`src/rtl/camera_config_sequencer.sv`:
```
// camera_config_sequencer: powers up the sensor, pulses its reset pin, then
// replays an internal register table as SCCB writes with NACK retries.
// Ports: clk_i/reset_ni, start_i; cmd_* valid/ready command to the SCCB
// controller; done_valid_i/ack_err_i completion; reset_cmos_o/pwdn_o pins;
// busy_o, config_done_o, error_o, index_o status.
module camera_config_sequencer #(
  parameter logic [7:0]  DEVICE_ADDR         = 8'h42,
  parameter int unsigned RESET_HOLD_CYCLES   = 1_000_000,
  parameter int unsigned POWERUP_WAIT_CYCLES = 2_000_000,
  parameter int unsigned SETTLE_CYCLES       = 1_000_000,
  parameter int unsigned MAX_RETRIES         = 3,
  parameter bit          AUTO_START          = 1'b1
) (
  input  logic       clk_i,
  input  logic       reset_ni,
  input  logic       start_i,
  output logic       cmd_valid_o,
  input  logic       cmd_ready_i,
  output logic [7:0] cmd_dev_addr_o,
  output logic [7:0] cmd_reg_addr_o,
  output logic [7:0] cmd_data_o,
  input  logic       done_valid_i,
  input  logic       ack_err_i,
  output logic       reset_cmos_o,
  output logic       pwdn_o,
  output logic       busy_o,
  output logic       config_done_o,
  output logic       error_o,
  output logic [5:0] index_o
);

  typedef enum logic [3:0] {
    S_IDLE, S_HOLD, S_PWUP, S_FETCH, S_ISSUE,
    S_WAIT, S_DELAY, S_DONE, S_ERR
  } state_e;

  localparam logic [23:0] HOLD_LD   = 24'(RESET_HOLD_CYCLES - 1);
  localparam logic [23:0] PWUP_LD   = 24'(POWERUP_WAIT_CYCLES - 1);
  localparam logic [23:0] SETTLE_LD = 24'(SETTLE_CYCLES - 1);
  localparam logic [7:0]  RETRY_MAX = 8'(MAX_RETRIES);

  localparam logic [15:0] E_END   = 16'hFFFF;
  localparam logic [15:0] E_DELAY = 16'hFFF0;

  function automatic logic [15:0] rom(input logic [5:0] a);
    logic [15:0] r;
    case (a)
      6'd0:    r = 16'h1280;
      6'd1:    r = E_DELAY;
      6'd2:    r = 16'h1204;
      6'd3:    r = 16'h40D0;
      6'd4:    r = 16'h1101;
      default: r = E_END;
    endcase
    return r;
  endfunction

  state_e      state_q, state_d;
  logic [23:0] cnt_q, cnt_d;
  logic [5:0]  idx_q, idx_d;
  logic [7:0]  retry_q, retry_d;
  logic [7:0]  reg_q, reg_d;
  logic [7:0]  data_q, data_d;
  logic [15:0] entry_q;
  logic        first_q;
  logic        valid_q, rcmos_q, pwdn_q;
  logic        busy_q, done_q, err_q;

  always_comb begin
    state_d = state_q;
    cnt_d   = cnt_q;
    idx_d   = idx_q;
    retry_d = retry_q;
    reg_d   = reg_q;
    data_d  = data_q;
    unique case (state_q)
      S_IDLE: begin
        if (start_i || (AUTO_START && first_q)) begin
          state_d = S_HOLD;
          cnt_d   = HOLD_LD;
        end
      end
      S_HOLD: begin
        if (cnt_q == 24'd0) begin
          state_d = S_PWUP;
          cnt_d   = PWUP_LD;
        end else begin
          cnt_d = cnt_q - 24'd1;
        end
      end
      S_PWUP: begin
        if (cnt_q == 24'd0) begin
          state_d = S_FETCH;
          idx_d   = 6'd0;
          retry_d = 8'd0;
        end else begin
          cnt_d = cnt_q - 24'd1;
        end
      end
      S_FETCH: begin
        // Index 63 terminates the table so the index never wraps.
        if (entry_q == E_END || idx_q == 6'd63) begin
          state_d = S_DONE;
        end else if (entry_q == E_DELAY) begin
          state_d = S_DELAY;
          cnt_d   = SETTLE_LD;
        end else begin
          state_d = S_ISSUE;
          reg_d   = entry_q[15:8];
          data_d  = entry_q[7:0];
        end
      end
      S_ISSUE: begin
        if (cmd_ready_i) state_d = S_WAIT;
      end
      S_WAIT: begin
        if (done_valid_i) begin
          if (!ack_err_i) begin
            state_d = S_FETCH;
            idx_d   = idx_q + 6'd1;
            retry_d = 8'd0;
          end else if (retry_q < RETRY_MAX) begin
            state_d = S_ISSUE;
            retry_d = retry_q + 8'd1;
          end else begin
            state_d = S_ERR;
          end
        end
      end
      S_DELAY: begin
        if (cnt_q == 24'd0) begin
          state_d = S_FETCH;
          idx_d   = idx_q + 6'd1;
        end else begin
          cnt_d = cnt_q - 24'd1;
        end
      end
      S_DONE, S_ERR: begin
        if (start_i) begin
          state_d = S_HOLD;
          cnt_d   = HOLD_LD;
        end
      end
      default: state_d = S_IDLE;
    endcase
  end

  // Outputs are registered from the next state so they switch on the
  // same edge as the state itself.
  always_ff @(posedge clk_i or negedge reset_ni) begin
    if (!reset_ni) begin
      state_q <= S_IDLE;
      cnt_q   <= 24'd0;
      idx_q   <= 6'd0;
      retry_q <= 8'd0;
      reg_q   <= 8'd0;
      data_q  <= 8'd0;
      entry_q <= 16'd0;
      first_q <= 1'b1;
      valid_q <= 1'b0;
      rcmos_q <= 1'b0;
      pwdn_q  <= 1'b1;
      busy_q  <= 1'b0;
      done_q  <= 1'b0;
      err_q   <= 1'b0;
    end else begin
      state_q <= state_d;
      cnt_q   <= cnt_d;
      idx_q   <= idx_d;
      retry_q <= retry_d;
      reg_q   <= reg_d;
      data_q  <= data_d;
      entry_q <= rom(idx_d);
      first_q <= 1'b0;
      valid_q <= (state_d == S_ISSUE);
      rcmos_q <= !(state_d == S_IDLE || state_d == S_HOLD);
      pwdn_q  <= (state_d == S_IDLE);
      busy_q  <= !(state_d == S_IDLE || state_d == S_DONE ||
                   state_d == S_ERR);
      done_q  <= (state_d == S_DONE);
      err_q   <= (state_d == S_ERR);
    end
  end

  assign cmd_valid_o    = valid_q;
  assign cmd_dev_addr_o = DEVICE_ADDR;
  assign cmd_reg_addr_o = reg_q;
  assign cmd_data_o     = data_q;
  assign reset_cmos_o   = rcmos_q;
  assign pwdn_o         = pwdn_q;
  assign busy_o         = busy_q;
  assign config_done_o  = done_q;
  assign error_o        = err_q;
  assign index_o        = idx_q;

endmodule
```
`config.mk`:
```
export PLATFORM = sky130hd
export DESIGN_NAME = camera_config_sequencer
export DESIGN_NICKNAME = d
export VERILOG_FILES = /design/src/rtl/camera_config_sequencer.sv
export SDC_FILE = /design/constraint.sdc
export NUM_CORES = 1
export LEC_CHECK = 0
export ABC_AREA = 1
export BUFFER_PORTS_ARGS = -buffer_cell sky130_fd_sc_hd__buf_2
export CAP_MARGIN = 40
export CORE_UTILIZATION = 63
export CTS_CLUSTER_SIZE = 40
export DETAILED_ROUTE_END_ITERATION = 10
export HOLD_SLACK_MARGIN = 0.1
export PLACE_DENSITY = 0.84
export SETUP_SLACK_MARGIN = 0.1
export SKIP_LAST_GASP = 1
export SYNTH_ARGS = -nofsm -noshare
export SYNTH_HDL_FRONTEND = slang
export SYNTH_SLANG_ARGS = --single-unit
```
`constraint.sdc`:
```
create_clock -name clk_i -period 5.1 [get_ports clk_i]
set_input_delay 1.02 -clock clk_i [delete_from_list [all_inputs] [get_ports clk_i]]
set_output_delay 1.02 -clock clk_i [all_outputs]
set_load 0.02 [all_outputs]
```
==> impl_metrics.ini <==
[worst_setup_path]
crit_cells = 13
path_buf_inv = 2
cp_common_cell = nand2_1
cpMaxStageDelayCell = nor2_2
path_delay_family = simple AND/OR/NAND/NOR gates
path_class = reg2reg
r2r-end = cnt_q[10]
startpoint_type = flop
max_stage_delay_ps = 470
cp_cell_sequence = ha_1 > nand2_1 > nor2_1 > nand3_1 > nand2_1 > nand2_1 > o21ai_2 > nor2_2 > buf_8 > inv_2 > nor2_2 > o21ai_0 > o21ai_0
crit_path_max_fanout = 15
worstSetupEndpointType = flop
r2r_cells = 13
reg2reg_from = index_o[0]
r2r_slack_ps = 2580
worstPathArrival_ps = 2790
required_ps = 5370
cp-startpoint = index_o[0]

[drt]
ant_nets = 0
drtIter0Drc = 220
drt-vias-per-instance = 5.36
drc = 0
wirelength_um = 7710
drt-wirelength-per-cell_um = 13.1
first_pass_iters = 6
vias = 3166

[yosys]
synth.avg_cell_area_um2 = 8.13
synth_edf_count = 0
ys_ff_latch = 67
yosysSeqAreaShare_pct = 43.4
ys.flop_type = dfrtp_1
synth_area_mm2 = 0.00387
async_flop_share_pct = 100
synth_cell_type_count = 39
netlist_instances = 476
ys_warn_count = 0

[power_and_ir_drop]
swShare_pct = 39.9
powerDensity_mw_per_mm2 = 433
switching_power_uw = 732
p_seq_share_pct = 42.5
p_comb_share_pct = 35.2
internal-power_uw = 1100
clockPowerShare_pct = 22.3
vdd_drop_max_uv = 379
leakage_uw = 0.00215
power.total_uw = 1830

[die]
core_area_mm2 = 0.00592
fp.dieH_um = 80.4
io_pins = 42
start_util_pct = 65.4
fp.dieArea_mm2 = 0.00646
die_w_um = 80.4
num_rows = 28

[cts]
clk_path_buf_depth = 2
cts_max_level = 3
cts.root.buffer_cell = clkbuf_8
cts_buffers = 9
cts_tree = built
hold_buffers = 0
post_cts_buffers = 0
insertion_delay_ps = 340
postCtsResizedCells = 0
cts_sinks = 67
clk_pin_slew_ps = 80

[sta]
period_minus_slack_ps = 2520
clock_skew_ps = 7.28
finalCritPeriodShare_pct = 49.4
tns_ps = 0
report.final.slew_viol_count = 0
hold_ws_ps = 500
setup_violations = 0
hold_viol = 0
worstMarginPinSlew_ps = 572
setup_slack_ps = 2580
slew_headroom_pct = 61.8
rsz0062_at_grt = false
fmax_ghz = 0.397

[global_routing]
antenna_found_initial = 0
grt_pass1_wl_um = 13300
grt_max_degree = 27
grt_usage_pct = 27.1
first_global_vias = 2955
grt_overflow = 0

[placement]
gp_congestion = 0.935
io_buffer_count = 33
dp_slack_ps = 2380
hpwl_um = 5840

[final_layout]
antenna_cells = 0
layout_commonest_cell = nand2_1
utilization_pct = 71.6
fillers = 444
synthToLayoutAreaGrowth_pct = 9.53
drive_above_1_share_pct = 23.1
final_nets = 522
mostFrequentLayoutCells = nand2_1 (86), dfrtp_1 (65), nor2_1 (64), inv_1 (51), nand3_1 (39)

[worst_hold_path]
hold_path_class = reg2reg
hp-start = retry_q[5]
hold_path_end = retry_q[5]
hold_depth = 2

[flow_run]
maxCapViolations = 0

[status]
status = completed
metal layers:
layer | wire length (um) | vias up | GRT usage, %
met2 | 3880 | 82 | 45.4
met3 | 314 | 13 | 6.93
met5 | 0 | - | 0
met1 | 3390 | 1486 | 33.8
met4 | 133 | 0 | 9.11
li1 | - | 1585 | -
worst register-to-register path, cell delays in order (launching register included):
cell	delay (ps)
dfrtp_1	440
ha_1	230
nand2_1	80
nor2_1	60
nand3_1	110
nand2_1	100
nand2_1	80
o21ai_2	60
nor2_2	470
buf_8	230
inv_2	100
nor2_2	250
o21ai_0	130
o21ai_0	80
power groups by stage:
stage	Combinational [uW]	Clock [uW]	Sequential (uW)
floorplan	465	0	828
global placement	617	0	782
detailed placement	646	0	789
CTS	649	420	779
global route	728	442	799
finish	646	409	780
how the worst max path moves through the flow:
stage | to
after floorplan | entry_q[2]
after global placement | cnt_q[10]
after detailed placement | cnt_q[10]
after CTS | cnt_q[10]
after global routing | cnt_q[15]
final | cnt_q[10]
registers in the layout, summed over array words and instances, names as in the netlist:
name / flops
cmd_valid_o: 1
state_q: 4
reset_cmos_o: 1
config_done_o: 1
first_q: 1
cnt_q: 24
busy_o: 1
index_o: 6
cmd_data_o: 4
error_o: 1
retry_q: 8
cmd_reg_addr_o: 5
pwdn_o: 1
entry_q: 9
synth_stat cells, drive strengths merged, types with 4 or more instances:
cell type  count  area (um2)
buf           19         154
nand2        103         454
nand4         13        87.6
o21ai         19        98.9
nand3         44         260
dfrtp         65        1630
inv           61         229
nor3           7        35.0
ha             5        62.6
o211ai         4        30.0
a21oi         16        91.3
nor2          84         399
xor2           8        70.1
mux2           9         101
cell families (layout without fill, tap and decap cells):
logic type	Yosys count	after routing	share of synthesized area, %
simple gates	259	259	33.5
buf+inv	80	113	9.89
flops	67	67	43.4
compound gates	45	45	6.79
xor+xnor	9	9	2.04
mux	9	9	2.62
fa+ha+maj	5	5	1.62
other cells	2	9	0.194
through the flow:
stage | cells | cell area [um2]
finish | 591 | 4240
floorplan | 483 | 3900
global route | 591 | 4240
detailed placement | 575 | 4050
CTS | 591 | 4240
global placement | 573 | 4010
final cells by class:
type | count | area [um2] | area share [%]
Inverter | 61 | 229 | 5.40
Clock buffer | 11 | 151 | 3.57
Tap cell | 75 | 93.8 | 2.21
Clock inverter | 5 | 36.3 | 0.856
Timing Repair Buffer | 36 | 215 | 5.08
Sequential cell | 67 | 1680 | 39.6
Multi-Input combinational cell | 336 | 1840 | 43.3
Power figures use the tool's default switching activity.
